File: config.mk
export PLATFORM = sky130hd
export DESIGN_NAME = uart_rx_frame_deser
export DESIGN_NICKNAME = d
export VERILOG_FILES = /design/src/rtl/uart_rx_pkg.sv /design/src/rtl/uart_rx_par_acc.sv /design/src/rtl/uart_rx_frame_deser.sv
export SDC_FILE = /design/constraint.sdc
export NUM_CORES = 1
export LEC_CHECK = 0
export ABC_AREA = 1
export CORE_ASPECT_RATIO = 1.5
export CORE_MARGIN = 2
export CORE_UTILIZATION = 45
export CTS_CLUSTER_SIZE = 14
export DETAILED_ROUTE_END_ITERATION = 12
export HOLD_SLACK_MARGIN = 0.02
export PLACE_DENSITY = 0.67
export SKIP_CTS_REPAIR_TIMING = 1
export SLEW_MARGIN = 40
export SYNTH_ARGS = -nofsm -noshare
export SYNTH_HDL_FRONTEND = slang
export SYNTH_SLANG_ARGS = --single-unit
File: constraint.sdc
create_clock -name CLK -period 1.8 [get_ports CLK]
set_clock_uncertainty 0.1 [all_clocks]
set_input_delay 0.36 -clock CLK [delete_from_list [all_inputs] [get_ports CLK]]
set_output_delay 0.36 -clock CLK [all_outputs]
set_load 0.03 [all_outputs]
File: src/rtl/uart_rx_pkg.sv
// Shared types and constants for the UART receive path.
// Holds the deserializer FSM encoding and the parity-type helper.
package uart_rx_pkg;

    typedef enum logic [1:0] {
        ST_IDLE   = 2'd0,
        ST_DATA   = 2'd1,
        ST_PARITY = 2'd2,
        ST_STOP   = 2'd3
    } rx_state_e;

    localparam logic PAR_EVEN = 1'b0;
    localparam logic PAR_ODD  = 1'b1;

    // Parity bit the transmitter should have sent, given the XOR of the data bits.
    function automatic logic par_expected(input logic acc, input logic typ);
        logic exp_bit;
        exp_bit = acc;
        case (typ)
            PAR_EVEN: exp_bit = acc;
            PAR_ODD:  exp_bit = ~acc;
            default:  exp_bit = acc;
        endcase
        return exp_bit;
    endfunction

endpackage

File: src/rtl/uart_rx_par_acc.sv
// Running parity accumulator for one RX frame plus the parity-bit comparison.
// perr stays set from the parity check until the next clear.
module uart_rx_par_acc
    import uart_rx_pkg::*;
(
    input  logic CLK,
    input  logic RST,
    input  logic clr,
    input  logic bit_en,
    input  logic bit_in,
    input  logic par_typ,
    input  logic chk_en,
    input  logic par_bit,
    output logic perr
);

    logic acc_q;
    logic perr_q;

    // NOTE: state registers use non-blocking assignments so every flop samples pre-edge values.
    always_ff @(posedge CLK or negedge RST) begin
        if (!RST) begin
            acc_q  <= 1'b0;
            perr_q <= 1'b0;
        end else if (clr) begin
            acc_q  <= 1'b0;
            perr_q <= 1'b0;
        end else begin
            if (bit_en) begin
                acc_q <= acc_q ^ bit_in;
            end
            if (chk_en) begin
                perr_q <= (par_bit != par_expected(acc_q, par_typ));
            end
        end
    end

    assign perr = perr_q;

endmodule

File: src/rtl/uart_rx_frame_deser.sv
// UART RX frame deserializer: assembles data bits, checks parity and stop bit,
// and presents a registered word with one-cycle valid / error pulses.
module uart_rx_frame_deser
    import uart_rx_pkg::*;
#(
    parameter int DATA_WIDTH = 8,
    parameter bit MSB_FIRST  = 1'b0
) (
    input  logic                  CLK,
    input  logic                  RST,
    input  logic                  sampled_bit,
    input  logic                  bit_valid,
    input  logic                  start_det,
    input  logic                  deser_clr,
    input  logic                  PAR_EN,
    input  logic                  PAR_TYP,
    output logic [DATA_WIDTH-1:0] P_DATA,
    output logic                  data_valid,
    output logic                  par_err,
    output logic                  stp_err,
    output logic                  busy
);

    localparam int               CNT_W    = $clog2(DATA_WIDTH + 1);
    localparam logic [CNT_W-1:0] LAST_BIT = CNT_W'(DATA_WIDTH - 1);

    rx_state_e             state_q;
    logic [CNT_W-1:0]      cnt_q;
    logic [DATA_WIDTH-1:0] sh_q;
    logic [DATA_WIDTH-1:0] sh_d;
    logic [DATA_WIDTH-1:0] p_data_q;
    logic                  par_en_q;
    logic                  par_typ_q;
    logic                  data_valid_q;
    logic                  par_err_q;
    logic                  stp_err_q;
    logic                  busy_q;

    logic                  frame_start;
    logic                  acc_clr;
    logic                  acc_bit_en;
    logic                  acc_chk_en;
    logic                  perr;

    assign frame_start = (state_q == ST_IDLE) && start_det;
    assign acc_clr     = deser_clr || frame_start;
    assign acc_bit_en  = !deser_clr && bit_valid && (state_q == ST_DATA);
    assign acc_chk_en  = !deser_clr && bit_valid && (state_q == ST_PARITY);

    if (MSB_FIRST) begin : g_msb_first
        assign sh_d = {sh_q[DATA_WIDTH-2:0], sampled_bit};
    end else begin : g_lsb_first
        assign sh_d = {sampled_bit, sh_q[DATA_WIDTH-1:1]};
    end

    uart_rx_par_acc u_par_acc (
        .CLK     (CLK),
        .RST     (RST),
        .clr     (acc_clr),
        .bit_en  (acc_bit_en),
        .bit_in  (sampled_bit),
        .par_typ (par_typ_q),
        .chk_en  (acc_chk_en),
        .par_bit (sampled_bit),
        .perr    (perr)
    );

    always_ff @(posedge CLK or negedge RST) begin
        if (!RST) begin
            state_q      <= ST_IDLE;
            cnt_q        <= '0;
            sh_q         <= '0;
            p_data_q     <= '0;
            par_en_q     <= 1'b0;
            par_typ_q    <= 1'b0;
            data_valid_q <= 1'b0;
            par_err_q    <= 1'b0;
            stp_err_q    <= 1'b0;
            busy_q       <= 1'b0;
        end else begin
            // Status outputs are single-cycle pulses unless re-asserted below.
            data_valid_q <= 1'b0;
            par_err_q    <= 1'b0;
            stp_err_q    <= 1'b0;

            if (deser_clr) begin
                state_q <= ST_IDLE;
                cnt_q   <= '0;
                sh_q    <= '0;
                busy_q  <= 1'b0;
            end else begin
                case (state_q)
                    ST_IDLE: begin
                        if (start_det) begin
                            state_q   <= ST_DATA;
                            cnt_q     <= '0;
                            sh_q      <= '0;
                            par_en_q  <= PAR_EN;
                            par_typ_q <= PAR_TYP;
                            busy_q    <= 1'b1;
                        end
                    end
                    ST_DATA: begin
                        if (bit_valid) begin
                            sh_q  <= sh_d;
                            cnt_q <= cnt_q + 1'b1;
                            if (cnt_q == LAST_BIT) begin
                                state_q <= par_en_q ? ST_PARITY : ST_STOP;
                            end
                        end
                    end
                    ST_PARITY: begin
                        if (bit_valid) begin
                            state_q <= ST_STOP;
                        end
                    end
                    ST_STOP: begin
                        if (bit_valid) begin
                            state_q   <= ST_IDLE;
                            busy_q    <= 1'b0;
                            par_err_q <= perr;
                            stp_err_q <= !sampled_bit;
                            if (sampled_bit && !perr) begin
                                p_data_q     <= sh_q;
                                data_valid_q <= 1'b1;
                            end
                        end
                    end
                    default: state_q <= ST_IDLE;
                endcase
            end
        end
    end

    assign P_DATA     = p_data_q;
    assign data_valid = data_valid_q;
    assign par_err    = par_err_q;
    assign stp_err    = stp_err_q;
    assign busy       = busy_q;

endmodule

# --- Word-level counts from Yosys, hierarchy flattened ---
# Index checks and enable logic that the tools add are counted.
word_totals:
  regBits: 30
  out_inout_bits: 12
  wordCells: 83
op_classes:
  muxes: 37
  n_eq_ne: 10
  bitwise: 4
  reduce_logical: 19
  add_sub_neg: 1
ops:
  columns: ["op", "n"]
  rows:
  - ["$mux 8", 3]
  - ["$mux 1", 20]
  - ["$pmux 8 s2", 1]
  - ["$mux 2", 6]
  - ["$mux 4", 3]
  - ["$ne 3x3->1 const B", 4]
  - ["$reduce_and 3->1", 3]
  - ["$pmux 2 s4", 1]
  - ["$pmux 4 s2", 1]
  - ["$reduce_bool 3->1", 2]
  - ["$logic_and 1x1->1", 5]
  - ["$reduce_and 5->1", 1]
  - ["$add 4x1->4 const B", 1]
  - ["$eq 2x2->1 const B", 2]
  - ["$eq 4x3->1 const B", 1]
  - ["$pmux 1 s2", 2]
  - ["$reduce_and 4->1", 1]
  - ["$reduce_bool 2->1", 2]
  - ["$logic_not 1->1", 3]
  - ["$ne 3x2->1 const B", 1]
  - ["$not 1->1", 3]
  - ["$eq 2x1->1 const B", 1]
  - ["$logic_not 2->1", 1]
  - ["$logic_or 1x1->1", 1]
  - ["2 further kinds", 2]

# --- Logic depth before layout (Yosys ltp) ---
# Gate-level depths: netlist of the first run.
depth:
  depth_word: 8
  mapped_depth: 10

# --- By module ---
# Synthesis of the first run repeated with hierarchy kept, for this count alone.
unflattened:
  hier_cells: 180
  hier_area_um2: 1597.8
by_module_without_submodules:
  columns: ["module", "instances", "area_per_inst_um2", "seq_area_each_um2", "cells_each"]
  rows:
  - ["uart_rx_frame_deser", 1, 1473.9, 700.7, 160]
  - ["uart_rx_par_acc", 1, 123.9, 50.0, 20]

# --- Least setup slack after synthesis of the first run ---
# Ideal clock, no wire load.
synth_path:
  kind: "reg-to-reg"
  start: "register state_q[1]"
  end: "register state_q[0]"
  arrival_time_ps: 1305
  synth_period_minus_slack_ps: 1528
  path_slack_ps: 272
  stages_incl_launch_ff: 10
  n_path_buf: 0
  cell_sequence: "dfrtp_1 inv_1 ha_1 inv_1 nor2_1 o21ai_0 nand2_1 nor2_1 nand2_1 nand2_1"
synth_via:
  elab_chain_len: 3
synth_rtl:
  columns: ["item", "line", "rtl"]
  rows:
  - ["start, declared", "uart_rx_frame_deser.sv:27", "rx_state_e state_q;"]
  - ["start signal, assigned", "uart_rx_frame_deser.sv:108", "state_q <= par_en_q ? ST_PARITY : ST_STOP;"]
  - ["$eq 2x1->1, or another cell as far along", "uart_rx_frame_deser.sv:92", "case (state_q)"]
  - ["$ne 3x2->1 (no source line), or another cell as far along", null, null]
  - ["$reduce_and 5->1 (no source line) or $mux 2 (tied branches)", null, null]
# Parallel ways exist; a longest one is shown, timed or not.
# A chain may end at the register's enable or synchronous reset.

# --- Final worst setup path of the first run ---
layout_path:
  start: "register p_data_q[7] (netlist: P_DATA[7])"
  end: "output port P_DATA[7]"
layout_lines:
  columns: ["item", "line", "rtl"]
  rows:
  - ["start, declared", "uart_rx_frame_deser.sv:31", "logic [DATA_WIDTH-1:0] p_data_q;"]
  - ["start signal, assigned", "uart_rx_frame_deser.sv:124", "p_data_q <= sh_q;"]
  - ["end, declared", "uart_rx_frame_deser.sv:17", "output logic [DATA_WIDTH-1:0] P_DATA,"]
# No word-level cell between the ends.

==> flow_results.xml, run 1 <==
<?xml version="1.0" encoding="UTF-8"?>
<metrics>
  <group name="global_routing">
    <metric name="grt.total_usage" unit="%">17.82</metric>
    <metric name="grt_max_degree" unit="">31</metric>
    <metric name="initial_antenna_violation_count" unit="">0</metric>
    <metric name="grt_pass1_vias" unit="">1246</metric>
    <metric name="global_route_wire_length_before_repair" unit="µm">5064</metric>
    <metric name="grt.overflow.total" unit="">0</metric>
  </group>
  <group name="floorplanning">
    <metric name="pin_count" unit="">20</metric>
    <metric name="initial_core_util" unit="%">47.65</metric>
    <metric name="core_area" unit="mm²">0.003191</metric>
    <metric name="die_x_extent" unit="µm">51.46</metric>
    <metric name="floorplan.die_area" unit="mm²">0.003869</metric>
    <metric name="placementRows" unit="">25</metric>
    <metric name="die-height" unit="µm">75.19</metric>
  </group>
  <group name="clock_network">
    <metric name="numClockSinks" unit="">30</metric>
    <metric name="path_clk_slew" unit="ns">0.06</metric>
    <metric name="ctsHtreeMaxLevel" unit="">2</metric>
    <metric name="cts_inserted_buffers" unit="">5</metric>
    <metric name="root_buffer_cell" unit="">clkbuf_8</metric>
    <metric name="cts_tree" unit="">built</metric>
    <metric name="clk-insertion-delay-late" unit="ns">0.28</metric>
    <metric name="clockBufferDepth" unit="">2</metric>
  </group>
  <group name="routing">
    <metric name="number_of_optimization_iterations_in_the_first_detailed_route_pass" unit="">4</metric>
    <metric name="wire_per_inst" unit="µm">11.81</metric>
    <metric name="post_drt_via_cell_ratio" unit="">4.901</metric>
    <metric name="drc_errors_left" unit="">0</metric>
    <metric name="drt-total-wl" unit="µm">2871</metric>
    <metric name="drtIter0Drc" unit="">14</metric>
    <metric name="detailroute.via_count" unit="">1191</metric>
    <metric name="post_drt_antenna_nets" unit="">0</metric>
  </group>
  <group name="sta">
    <metric name="setup-violations-final" unit="">0</metric>
    <metric name="final_period_minus_worst_setup_slack" unit="ns">1.744</metric>
    <metric name="rsz_0062_raised_after_global_routing" unit="">false</metric>
    <metric name="worst_slew_pin_slew" unit="ns">0.4804</metric>
    <metric name="report.final.hold_viol_count" unit="">0</metric>
    <metric name="worst_slew_margin_rel" unit="%">67.86</metric>
    <metric name="final-max-slew-violation-count" unit="">0</metric>
    <metric name="totalNegativeSetupSlack" unit="ns">0</metric>
    <metric name="clock.fmax" unit="MHz">573.3</metric>
    <metric name="period_share" unit="%">96.91</metric>
  </group>
  <group name="pwr">
    <metric name="power_frac_comb" unit="%">31.4</metric>
    <metric name="switching_power" unit="W">0.0007153</metric>
    <metric name="power.ir.vdd_worst" unit="mV">0.7214</metric>
    <metric name="power.density" unit="mW/mm²">1070</metric>
    <metric name="pwr-share-seq" unit="%">41.2</metric>
    <metric name="leakage" unit="nW">0.9817</metric>
    <metric name="p_total" unit="W">0.002010</metric>
    <metric name="power_report.internal_total" unit="W">0.001294</metric>
    <metric name="power.share.switching" unit="%">35.59</metric>
    <metric name="share_clk_of_total_power" unit="%">27.4</metric>
  </group>
  <group name="synthesis">
    <metric name="syn_area" unit="mm²">0.001520</metric>
    <metric name="synth.yosys.seq_area_share" unit="%">49.38</metric>
    <metric name="yosys_warnings" unit="">0</metric>
    <metric name="ys_types" unit="">24</metric>
    <metric name="synthesis.nets" unit="">186</metric>
    <metric name="synth.ff_latch_count" unit="">30</metric>
    <metric name="avgSynthCellArea" unit="µm²">8.890</metric>
    <metric name="synthCells" unit="">171</metric>
  </group>
  <group name="flow_run">
    <metric name="drv.max_cap_violation_count" unit="">0</metric>
  </group>
  <group name="setup_path">
    <metric name="worstPathCellList" unit="">clkdlybuf4s50_1</metric>
    <metric name="timing.critical_path.from_type" unit="">flip-flop</metric>
    <metric name="cp_slowest_stage_delay" unit="ns">0.67</metric>
    <metric name="critPathCaptureType" unit="">output port</metric>
    <metric name="critical-path-slowest-cell" unit="">clkdlybuf4s50_1</metric>
    <metric name="critical_path.n_buffers_inverters" unit="">1</metric>
    <metric name="crit_path_max_fanout" unit="">2</metric>
    <metric name="setup.worst_path.class" unit="">reg2out</metric>
    <metric name="critPathRequiredTime" unit="ns">1.34</metric>
    <metric name="cpLargestDelayFamily" unit="">buffers and inverters</metric>
    <metric name="cp.arrival" unit="ns">1.28</metric>
  </group>
  <group name="layout">
    <metric name="layout.cells.most_common" unit="">nand2_1</metric>
    <metric name="fin_cells" unit="">243</metric>
    <metric name="design.final.nets" unit="">217</metric>
    <metric name="final_layout_size_suffix_gt1_share" unit="%">16.75</metric>
    <metric name="number_of_antenna_repair_diodes" unit="">0</metric>
    <metric name="post-route-util" unit="%">58.86</metric>
    <metric name="most_used_cells_in_the_layout_excluding_fill_and_tap_cells" unit="">nand2_1 (48), dfrtp_1 (30), clkdlybuf4s50_1 (18)</metric>
    <metric name="fillers" unit="">302</metric>
    <metric name="areaGrowthSynthToFinish" unit="%">23.54</metric>
    <metric name="layout.cell_area.non_filler" unit="mm²">0.001878</metric>
  </group>
  <group name="place">
    <metric name="place.gp.congestion" unit="">0.8300</metric>
    <metric name="place_inst" unit="">235</metric>
    <metric name="place.port_buffers" unit="">19</metric>
    <metric name="post_dp_cell_area" unit="mm²">0.001784</metric>
    <metric name="post_detail_place_hpwl" unit="µm">2150</metric>
  </group>
  <group name="status">
    <metric name="status" unit="">complete, no violations</metric>
  </group>
  <group name="min_path">
    <metric name="worstHoldPathType" unit="">in2async</metric>
  </group>
</metrics>
==> cells in the mapped netlist <==
master	number	area [µm²]
a21o_1	1	7.510
a21oi_1	7	35.03
and3_1	1	6.260
buf_12	1	20.02
buf_2	1	5.000
buf_6	1	11.26
dfrtp_1	30	750.7
ha_1	7	87.58
inv_1	10	37.54
inv_2	1	3.750
inv_4	2	12.51
mux2_2	1	11.26
mux2i_1	1	10.01
nand2_1	48	180.2
nand2_2	8	50.05
nand2_4	2	22.52
nand3_1	15	75.07
nand4_1	2	12.51
nor2_1	10	37.54
nor2_4	4	45.04
o21ai_0	15	75.07
or2_2	1	6.260
xnor2_1	1	8.760
xor2_1	1	8.760
==> logic make-up after synthesis <==
| group | synth area share [%] |
|---|---|
| simple gates | 28.64 |
| flops | 49.38 |
| compound gates | 7.736 |
| buf+inv | 5.926 |
| fa+ha+maj | 5.761 |
| xor+xnor | 1.152 |
| mux | 1.399 |
==> registers in the layout, summed over array words and instances, names as in the netlist <==
| name | cells |
|---|---|
| cnt_q | 4 |
| u_par_acc.perr | 1 |
| P_DATA | 8 |
| busy | 1 |
| data_valid | 1 |
| sh_q | 8 |
| par_err | 1 |
| state_q | 2 |
| par_typ_q | 1 |
| stp_err | 1 |
| u_par_acc.acc_q | 1 |
| par_en_q | 1 |
==> cell type report <==
type	count	area (µm²)	share of cell area [%]
Timing Repair Buffer	27	252.7	13.46
Clock buffer	7	86.33	4.597
Multi-Input combinational cell	125	679.4	36.18
Tap cell	40	50.05	2.665
Inverter	13	53.80	2.865
Sequential cell	30	750.7	39.97
Clock inverter	1	5.005	0.2665
==> power by group through the flow <==
stage | Combinational [W] | Clock (W) | Sequential, W
after floorplan | 0.000468 | 0 | 0.000848
after global placement | 0.000619 | 0 | 0.000833
after detailed placement | 0.000640 | 0 | 0.000839
after CTS | 0.000644 | 0.000569 | 0.000828
after global routing | 0.000720 | 0.000591 | 0.000842
final | 0.000632 | 0.000550 | 0.000828
==> layer usage <==
layer | vias to the layer above | GRT usage [%] | part of all wire, %
li1 | 609 | - | -
met1 | 551 | 17.51 | 41
met2 | 23 | 33.62 | 52
met3 | 8 | 4.167 | 4.1
met4 | 0 | 9.942 | 2.3
met5 | - | 0 | 0
==> worst paths after layout <==
kind / from / endpoint / slack, ns / cells after the start
max: P_DATA[7] / P_DATA[7] / 0.06 / 1
min in group CLK: P_DATA[2] / P_DATA[2] / 0.39 / 2
max reg2reg: state_q[0] / cnt_q[2] / 0.15 / 8
min reg2reg: P_DATA[2] / P_DATA[2] / 0.39 / 2
max in group asynchronous: RST / cnt_q[2] / 0.96 / 2
min: RST / P_DATA[7] / 0.37 / 2
==> through the flow <==
| step | setup WS [ns] | hold WS, ns |
|---|---|---|
| final | 0.05561 | 0.3698 |
| after global routing | 0.006220 | 0.4106 |
| after CTS | 0.002522 | 0.3776 |
| after detailed placement | -0.09553 | 0.3840 |
| after floorplan | 0.2721 | -0.03559 |
| after global placement | -0.05751 | 0.3780 |
Note: power is estimated with default switching activity, not from simulation.
==> run 2: changes to the inputs <==
--- a/config.mk
+++ b/config.mk
@@ -16,2 +16,3 @@
 export SKIP_CTS_REPAIR_TIMING = 1
+export SKIP_LAST_GASP = 1
 export SLEW_MARGIN = 40
--- a/constraint.sdc
+++ b/constraint.sdc
@@ -4,2 +4,2 @@
 set_output_delay 0.36 -clock CLK [all_outputs]
-set_load 0.03 [all_outputs]
+set_load 0.05 [all_outputs]
==> run 2 against run 1 <==
Against the previous run:
- register-to-register slack better by 0.02 ns
- global-route usage is 0.20 points lower
- clock power is 13% higher
- die area stayed put
- fmax is 7.2% higher
- critical path depth is 7 higher
- final area is 0.60% lower
- flip-flop and latch count stayed put
- worst hold slack better by 0.0063 ns
- critical path type is now reg2reg
- count of clock-buffer cells in the layout is 1 higher
==> flow_results.xml, run 2 (synthesis results as in run 1) <==
<?xml version="1.0" encoding="UTF-8"?>
<metrics>
  <group name="clock_network">
    <metric name="root_buffer_cell" unit="">clkbuf_8</metric>
    <metric name="path_clk_slew" unit="ns">0.06</metric>
    <metric name="clk-insertion-delay-late" unit="ns">0.28</metric>
    <metric name="ctsHtreeMaxLevel" unit="">2</metric>
    <metric name="clockBufferDepth" unit="">2</metric>
    <metric name="cts_tree" unit="">built</metric>
    <metric name="cts_inserted_buffers" unit="">5</metric>
    <metric name="numClockSinks" unit="">30</metric>
  </group>
  <group name="floorplanning">
    <metric name="die-height" unit="µm">75.19</metric>
    <metric name="initial_core_util" unit="%">47.65</metric>
    <metric name="core_area" unit="mm²">0.003191</metric>
    <metric name="placementRows" unit="">25</metric>
    <metric name="floorplan.die_area" unit="mm²">0.003869</metric>
    <metric name="die_x_extent" unit="µm">51.46</metric>
    <metric name="pin_count" unit="">20</metric>
  </group>
  <group name="layout">
    <metric name="final_layout_size_suffix_gt1_share" unit="%">23.65</metric>
    <metric name="post-route-util" unit="%">58.51</metric>
    <metric name="fin_cells" unit="">243</metric>
    <metric name="layout.cells.most_common" unit="">nand2_1</metric>
    <metric name="number_of_antenna_repair_diodes" unit="">0</metric>
    <metric name="areaGrowthSynthToFinish" unit="%">22.80</metric>
    <metric name="most_used_cells_in_the_layout_excluding_fill_and_tap_cells" unit="">nand2_1 (48), dfrtp_1 (30), buf_4 (20)</metric>
    <metric name="design.final.nets" unit="">217</metric>
  </group>
  <group name="place">
    <metric name="place.gp.congestion" unit="">0.8142</metric>
    <metric name="place.port_buffers" unit="">19</metric>
    <metric name="dp_slack" unit="ns">-0.1099</metric>
    <metric name="place_inst" unit="">235</metric>
    <metric name="post_detail_place_hpwl" unit="µm">2121</metric>
  </group>
  <group name="setup_path">
    <metric name="critPathCaptureType" unit="">flip-flop</metric>
    <metric name="critPathRequiredTime" unit="ns">1.85</metric>
    <metric name="r2r_cells" unit="">8</metric>
    <metric name="worstPathCellList" unit="">inv_1 &gt; ha_1 &gt; inv_1 &gt; nand2_2 &gt; nor2_4 &gt; inv_2 &gt; nand2_4 &gt; o21ai_0</metric>
    <metric name="ff2ff_setup_slack" unit="ns">0.17</metric>
    <metric name="critical-path-slowest-cell" unit="">dfrtp_1</metric>
    <metric name="setup.worst_path.class" unit="">reg2reg</metric>
    <metric name="rr_startpoint" unit="">state_q[0]</metric>
    <metric name="crit_path_max_fanout" unit="">12</metric>
    <metric name="cp.arrival" unit="ns">1.68</metric>
    <metric name="timing.critical_path.from_type" unit="">flip-flop</metric>
    <metric name="cp_slowest_stage_delay" unit="ns">0.43</metric>
    <metric name="critPathMostFrequentCell" unit="">inv_1</metric>
    <metric name="rr_endpoint" unit="">cnt_q[2]</metric>
  </group>
  <group name="sta">
    <metric name="report.final.hold_viol_count" unit="">0</metric>
    <metric name="worst_slew_pin_slew" unit="ns">0.4617</metric>
    <metric name="worst_slew_margin_rel" unit="%">69.10</metric>
    <metric name="setup_ws" unit="ns">0.1735</metric>
    <metric name="clock.fmax" unit="MHz">614.8</metric>
    <metric name="period_share" unit="%">90.36</metric>
    <metric name="final_period_minus_worst_setup_slack" unit="ns">1.626</metric>
    <metric name="rsz_0062_raised_after_global_routing" unit="">false</metric>
    <metric name="final-max-slew-violation-count" unit="">0</metric>
    <metric name="setup-violations-final" unit="">0</metric>
  </group>
  <group name="global_routing">
    <metric name="grt_pass1_vias" unit="">1207</metric>
    <metric name="global_route_wire_length_before_repair" unit="µm">5078</metric>
    <metric name="grt.total_usage" unit="%">17.62</metric>
    <metric name="grt_max_degree" unit="">31</metric>
    <metric name="grt.overflow.total" unit="">0</metric>
    <metric name="initial_antenna_violation_count" unit="">0</metric>
  </group>
  <group name="routing">
    <metric name="drt-total-wl" unit="µm">2773</metric>
    <metric name="drc_errors_left" unit="">0</metric>
    <metric name="detailroute.via_count" unit="">1182</metric>
    <metric name="post_drt_via_cell_ratio" unit="">4.864</metric>
    <metric name="number_of_optimization_iterations_in_the_first_detailed_route_pass" unit="">4</metric>
    <metric name="drtIter0Drc" unit="">14</metric>
    <metric name="post_drt_antenna_nets" unit="">0</metric>
    <metric name="wire_per_inst" unit="µm">11.41</metric>
  </group>
  <group name="pwr">
    <metric name="leakage" unit="nW">0.9990</metric>
    <metric name="p_total" unit="W">0.002102</metric>
    <metric name="power.density" unit="mW/mm²">1126</metric>
    <metric name="power.ir.vdd_worst" unit="mV">0.7356</metric>
  </group>
  <group name="flow_run">
    <metric name="drv.max_cap_violation_count" unit="">0</metric>
  </group>
  <group name="status">
    <metric name="status" unit="">complete, no violations</metric>
  </group>
  <group name="min_path">
    <metric name="worstHoldPathType" unit="">in2async</metric>
  </group>
</metrics>
==> run 2: cell types whose count changed in the layout (fill, tap and decap cells not counted) <==
cell,change
clkbuf_1,-1
clkinv_2,-1
ha_2,+1
clkdlybuf4s50_1,-11
dlymetal6s2s_1,-1
clkbuf_8,+2
buf_4,+12
ha_1,-1
==> run 2: where the power goes <==
part / total (W) / internal, W / switching [W]
clock network: 0.000624 / 0.000385 / 0.000238
logic: 0.000650 / 0.000234 / 0.000416
registers: 0.000828 / 0.000752 / 0.0000758
total: 0.00210 / 0.00137 / 0.000730
==> run 2: metal layers <==
| layer | GRT usage [%] | routed length (µm) | vias to the layer above |
|---|---|---|---|
| li1 | - | - | 611 |
| met2 | 31.48 | 1458 | 21 |
| met4 | 8.772 | 51 | 0 |
| met3 | 4.167 | 102 | 5 |
| met1 | 19.35 | 1161 | 545 |
| met5 | 0 | 0 | - |
==> run 2: area by class of cell <==
type | instances | area, µm²
Clock buffer | 8 | 110.1
Fill cell | 301 | 1324
Inverter | 13 | 53.80
Multi-Input combinational cell | 125 | 681.9
Sequential cell | 30 | 750.7
Tap cell | 40 | 50.05
Timing Repair Buffer | 27 | 220.2
==> run 2: worst max path at each step <==
| stage | startpoint | to | cells past startpoint |
|---|---|---|---|
| floorplan | state_q[1] | state_q[0] | 9 |
| global placement | deser_clr | sh_q[0] | 5 |
| detailed placement | deser_clr | sh_q[4] | 5 |
| CTS | state_q[1] | state_q[0] | 9 |
| global route | state_q[0] | sh_q[5] | 8 |
| finish | state_q[0] | cnt_q[2] | 8 |
==> run 2: per-stage QoR <==
step / cell area, µm² / TNS [ns] / hold slack [ns]
CTS: 1864 / 0 / 0.3813
floorplan: 1520 / 0 / -0.03559
global route: 1867 / 0 / 0.4145
global placement: 1754 / -0.5151 / 0.3798
detailed placement: 1754 / -1.154 / 0.3867
finish: 1867 / 0 / 0.3761
==> run 2: critical path: cells and delay by family (launching register included) <==
family,cells,cell delay (ns)
and+or+nand+nor,3,0.32
buffers and inverters,3,0.28
DFF,1,0.43
adders and majority gates,1,0.26
AOI/OAI and AO/OA,1,0.10
==> run 3: changes to the inputs <==
SYNTH_HIERARCHICAL = 1   (was default)
clock period = 2 ns   (was 1.8 ns; I/O delays follow)
==> run 3 against run 2 <==
Against the previous run:
- largest cell class unchanged
- sequential share of layout area is 1.1 points lower
- highest routed layer unchanged
- core utilization shrank 2.3 points
- first-iteration DRC count rose by 140%
- final area is 2.9% higher
- worst setup slack got worse by 0.11 ns
- sequential power down 11%
- register-to-register slack improved by 0.09 ns
- via count is 4.0% higher
- die area rose by 4.8%
==> flow_results.xml, run 3 <==
<?xml version="1.0" encoding="UTF-8"?>
<metrics>
  <group name="place">
    <metric name="place.gp.congestion" unit="">0.8405</metric>
    <metric name="place.port_buffers" unit="">19</metric>
    <metric name="post_detail_place_hpwl" unit="µm">2192</metric>
    <metric name="place_inst" unit="">244</metric>
    <metric name="dp_slack" unit="ns">0.1303</metric>
  </group>
  <group name="clock_network">
    <metric name="clk-insertion-delay-late" unit="ns">0.28</metric>
    <metric name="root_buffer_cell" unit="">clkbuf_8</metric>
    <metric name="cts_tree" unit="">built</metric>
    <metric name="cts_inserted_buffers" unit="">5</metric>
    <metric name="path_clk_slew" unit="ns">0.06</metric>
    <metric name="numClockSinks" unit="">30</metric>
    <metric name="ctsHtreeMaxLevel" unit="">2</metric>
    <metric name="clockBufferDepth" unit="">2</metric>
  </group>
  <group name="global_routing">
    <metric name="grt.overflow.total" unit="">0</metric>
    <metric name="grt.total_usage" unit="%">17.15</metric>
    <metric name="grt_max_degree" unit="">31</metric>
    <metric name="initial_antenna_violation_count" unit="">0</metric>
    <metric name="global_route_wire_length_before_repair" unit="µm">5216</metric>
    <metric name="grt_pass1_vias" unit="">1233</metric>
  </group>
  <group name="setup_path">
    <metric name="cpLargestDelayFamily" unit="">buffers and inverters</metric>
    <metric name="timing.critical_path.from_type" unit="">flip-flop</metric>
    <metric name="critPathRequiredTime" unit="ns">1.50</metric>
    <metric name="critical_path.n_buffers_inverters" unit="">1</metric>
    <metric name="setup.worst_path.class" unit="">reg2out</metric>
    <metric name="crit_path_max_fanout" unit="">2</metric>
    <metric name="rr_endpoint" unit="">state_q[0]</metric>
    <metric name="cp.arrival" unit="ns">1.43</metric>
    <metric name="rr_startpoint" unit="">state_q[1]</metric>
    <metric name="r2r_cells" unit="">9</metric>
    <metric name="critPathCaptureType" unit="">output port</metric>
    <metric name="cp_slowest_stage_delay" unit="ns">0.80</metric>
    <metric name="worstPathCellList" unit="">clkdlybuf4s50_1</metric>
    <metric name="ff2ff_setup_slack" unit="ns">0.26</metric>
    <metric name="critical-path-slowest-cell" unit="">clkdlybuf4s50_1</metric>
  </group>
  <group name="synthesis">
    <metric name="synth.ff_latch_count" unit="">30</metric>
    <metric name="synth_largest_type_area_fraction" unit="%">46.99</metric>
    <metric name="synthesis.nets" unit="">195</metric>
    <metric name="synthCells" unit="">180</metric>
    <metric name="synthDominantAreaCellType" unit="">dfrtp_1</metric>
    <metric name="yosys_warnings" unit="">6</metric>
    <metric name="synth.yosys.seq_area_share" unit="%">46.99</metric>
    <metric name="avgSynthCellArea" unit="µm²">8.877</metric>
    <metric name="top_cells_by_area_synth" unit="">dfrtp_1 (47%), nand2_1 (12%), o21ai_2 (6.0%)</metric>
    <metric name="ys_types" unit="">26</metric>
    <metric name="synth-main-ff-cell" unit="">dfrtp_1</metric>
    <metric name="library_cell_with_the_highest_instance_count_after_synthesis" unit="">nand2_1</metric>
    <metric name="synth.top_cells.by_count" unit="">nand2_1 (50), dfrtp_1 (30)</metric>
    <metric name="synth_edf_count" unit="">0</metric>
    <metric name="syn_area" unit="mm²">0.001598</metric>
    <metric name="asyncSetResetFlopFracSynth" unit="%">100.0</metric>
  </group>
  <group name="layout">
    <metric name="most_used_cells_in_the_layout_excluding_fill_and_tap_cells" unit="">nand2_1 (50), dfrtp_1 (30), clkdlybuf4s50_1 (17)</metric>
    <metric name="layout.cells.most_common" unit="">nand2_1</metric>
    <metric name="multi_input_comb_area" unit="µm²">742.0</metric>
    <metric name="fillers" unit="">329</metric>
    <metric name="fin_cells" unit="">251</metric>
    <metric name="areaGrowthSynthToFinish" unit="%">20.20</metric>
    <metric name="final_layout_size_suffix_gt1_share" unit="%">24.40</metric>
    <metric name="design.final.nets" unit="">224</metric>
    <metric name="number_of_antenna_repair_diodes" unit="">0</metric>
    <metric name="area.sequential" unit="µm²">750.7</metric>
  </group>
  <group name="floorplanning">
    <metric name="die_x_extent" unit="µm">52.65</metric>
    <metric name="initial_core_util" unit="%">46.78</metric>
    <metric name="core_area" unit="mm²">0.003416</metric>
    <metric name="die-height" unit="µm">76.98</metric>
    <metric name="placementRows" unit="">26</metric>
    <metric name="floorplan.die_area" unit="mm²">0.004053</metric>
    <metric name="pin_count" unit="">20</metric>
  </group>
  <group name="pwr">
    <metric name="p_total" unit="W">0.001885</metric>
    <metric name="power.density" unit="mW/mm²">981.7</metric>
    <metric name="leakage" unit="nW">0.9441</metric>
    <metric name="power.ir.vdd_worst" unit="mV">0.7069</metric>
  </group>
  <group name="routing">
    <metric name="post_drt_antenna_nets" unit="">0</metric>
    <metric name="met3WireLength" unit="µm">110</metric>
    <metric name="post_drt_via_cell_ratio" unit="">4.896</metric>
    <metric name="top_signal_layer_used" unit="">met4</metric>
    <metric name="drtIter0Drc" unit="">34</metric>
    <metric name="drt-total-wl" unit="µm">2874</metric>
    <metric name="wire_per_inst" unit="µm">11.45</metric>
    <metric name="length_of_routed_met2_wiring" unit="µm">1549</metric>
    <metric name="number_of_optimization_iterations_in_the_first_detailed_route_pass" unit="">4</metric>
    <metric name="drc_errors_left" unit="">0</metric>
    <metric name="detailroute.via_count" unit="">1229</metric>
    <metric name="length_of_routed_wiring_on_met1" unit="µm">1160</metric>
  </group>
  <group name="sta">
    <metric name="final_period_minus_worst_setup_slack" unit="ns">1.933</metric>
    <metric name="report.final.hold_viol_count" unit="">0</metric>
    <metric name="clock.fmax" unit="MHz">517.4</metric>
    <metric name="final-max-slew-violation-count" unit="">0</metric>
    <metric name="worst_slew_pin_slew" unit="ns">0.4925</metric>
    <metric name="setup-violations-final" unit="">0</metric>
    <metric name="worst_slew_margin_rel" unit="%">67.07</metric>
    <metric name="rsz_0062_raised_after_global_routing" unit="">false</metric>
    <metric name="setup_ws" unit="ns">0.06743</metric>
    <metric name="totalNegativeSetupSlack" unit="ns">0</metric>
    <metric name="period_share" unit="%">96.63</metric>
  </group>
  <group name="status">
    <metric name="status" unit="">complete, no violations</metric>
  </group>
  <group name="min_path">
    <metric name="worstHoldPathType" unit="">reg2reg</metric>
    <metric name="hold_depth" unit="">2</metric>
    <metric name="worstHoldEndpoint" unit="">P_DATA[3]</metric>
    <metric name="hold_path_startpoint" unit="">P_DATA[3]</metric>
  </group>
  <group name="flow_run">
    <metric name="drv.max_cap_violation_count" unit="">0</metric>
  </group>
</metrics>
## run 3: cell count changes after synthesis, sizes merged, moves of 2 or more
| cell | before | now |
|---|---|---|
| inv | 13 | 15 |
| a21oi | 7 | 2 |
| nand2 | 58 | 63 |
| nand3 | 15 | 9 |
| o21ai | 15 | 24 |
| nor2 | 14 | 18 |
## run 3: metrics by stage
step / instance area [µm²] / hold WS, ns / utilization [%]
floorplan: 1598 / 0.004409 / -
global placement: 1842 / 0.3782 / 53.92
detailed placement: 1842 / 0.3876 / 53.92
CTS: 1921 / 0.4016 / 56.23
global route: 1921 / 0.4219 / 56.23
finish: 1921 / 0.3946 / 56.23
## run 3: worst max-delay path by stage
stage               start         to  slack (ns)  cells past startpoint
2_1_floorplan  state_q[1]   cnt_q[2]        0.52                      8
3_5_place_dp    deser_clr  P_DATA[0]        0.13                      7
4_1_cts         P_DATA[1]  P_DATA[1]        0.05                      1
3_3_place_gp    deser_clr  P_DATA[0]        0.15                      7
6_report        P_DATA[1]  P_DATA[1]        0.07                      1
5_1_grt         P_DATA[1]  P_DATA[1]        0.01                      1
## run 3: layer usage
| metal | vias to the layer above | global-route usage (%) |
|---|---|---|
| met5 | - | 0 |
| met4 | 0 | 7.692 |
| met3 | 6 | 5.253 |
| met2 | 22 | 28.88 |
| met1 | 568 | 19.11 |
| li1 | 633 | - |
## run 3: power breakdown
part           internal (W)  switching [W]  leakage [nW]  total (W)
clock              0.000233       0.000216        0.0438   0.000449
sequential         0.000676      0.0000651         0.409   0.000741
combinational      0.000250       0.000446         0.491   0.000696
total               0.00116       0.000727         0.944    0.00189
## run 3: cell families (layout without fill, tap and decap cells)
| group | count (synthesis) | after routing | share of synthesized area [%] |
|---|---|---|---|
| buffers and inverters | 19 | 48 | 6.578 |
| multiplexers | 1 | 1 | 0.7047 |
| adder cells (fa/ha/maj) | 7 | 7 | 5.481 |
| AO/OA/AOI/OAI | 28 | 28 | 11.67 |
| flip-flops | 30 | 30 | 46.99 |
| AND/OR/NAND/NOR | 95 | 95 | 28.58 |
## run 3: cell type report
| type | count | share of cell area (%) |
|---|---|---|
| sequential | 30 | 39.09 |
| multi-input combinational | 131 | 38.63 |
| timing repair buffer | 26 | 12.38 |
| clock buffer | 5 | 3.583 |
| inverter | 15 | 3.062 |
| tap | 42 | 2.736 |
| clock inverter | 2 | 0.5212 |
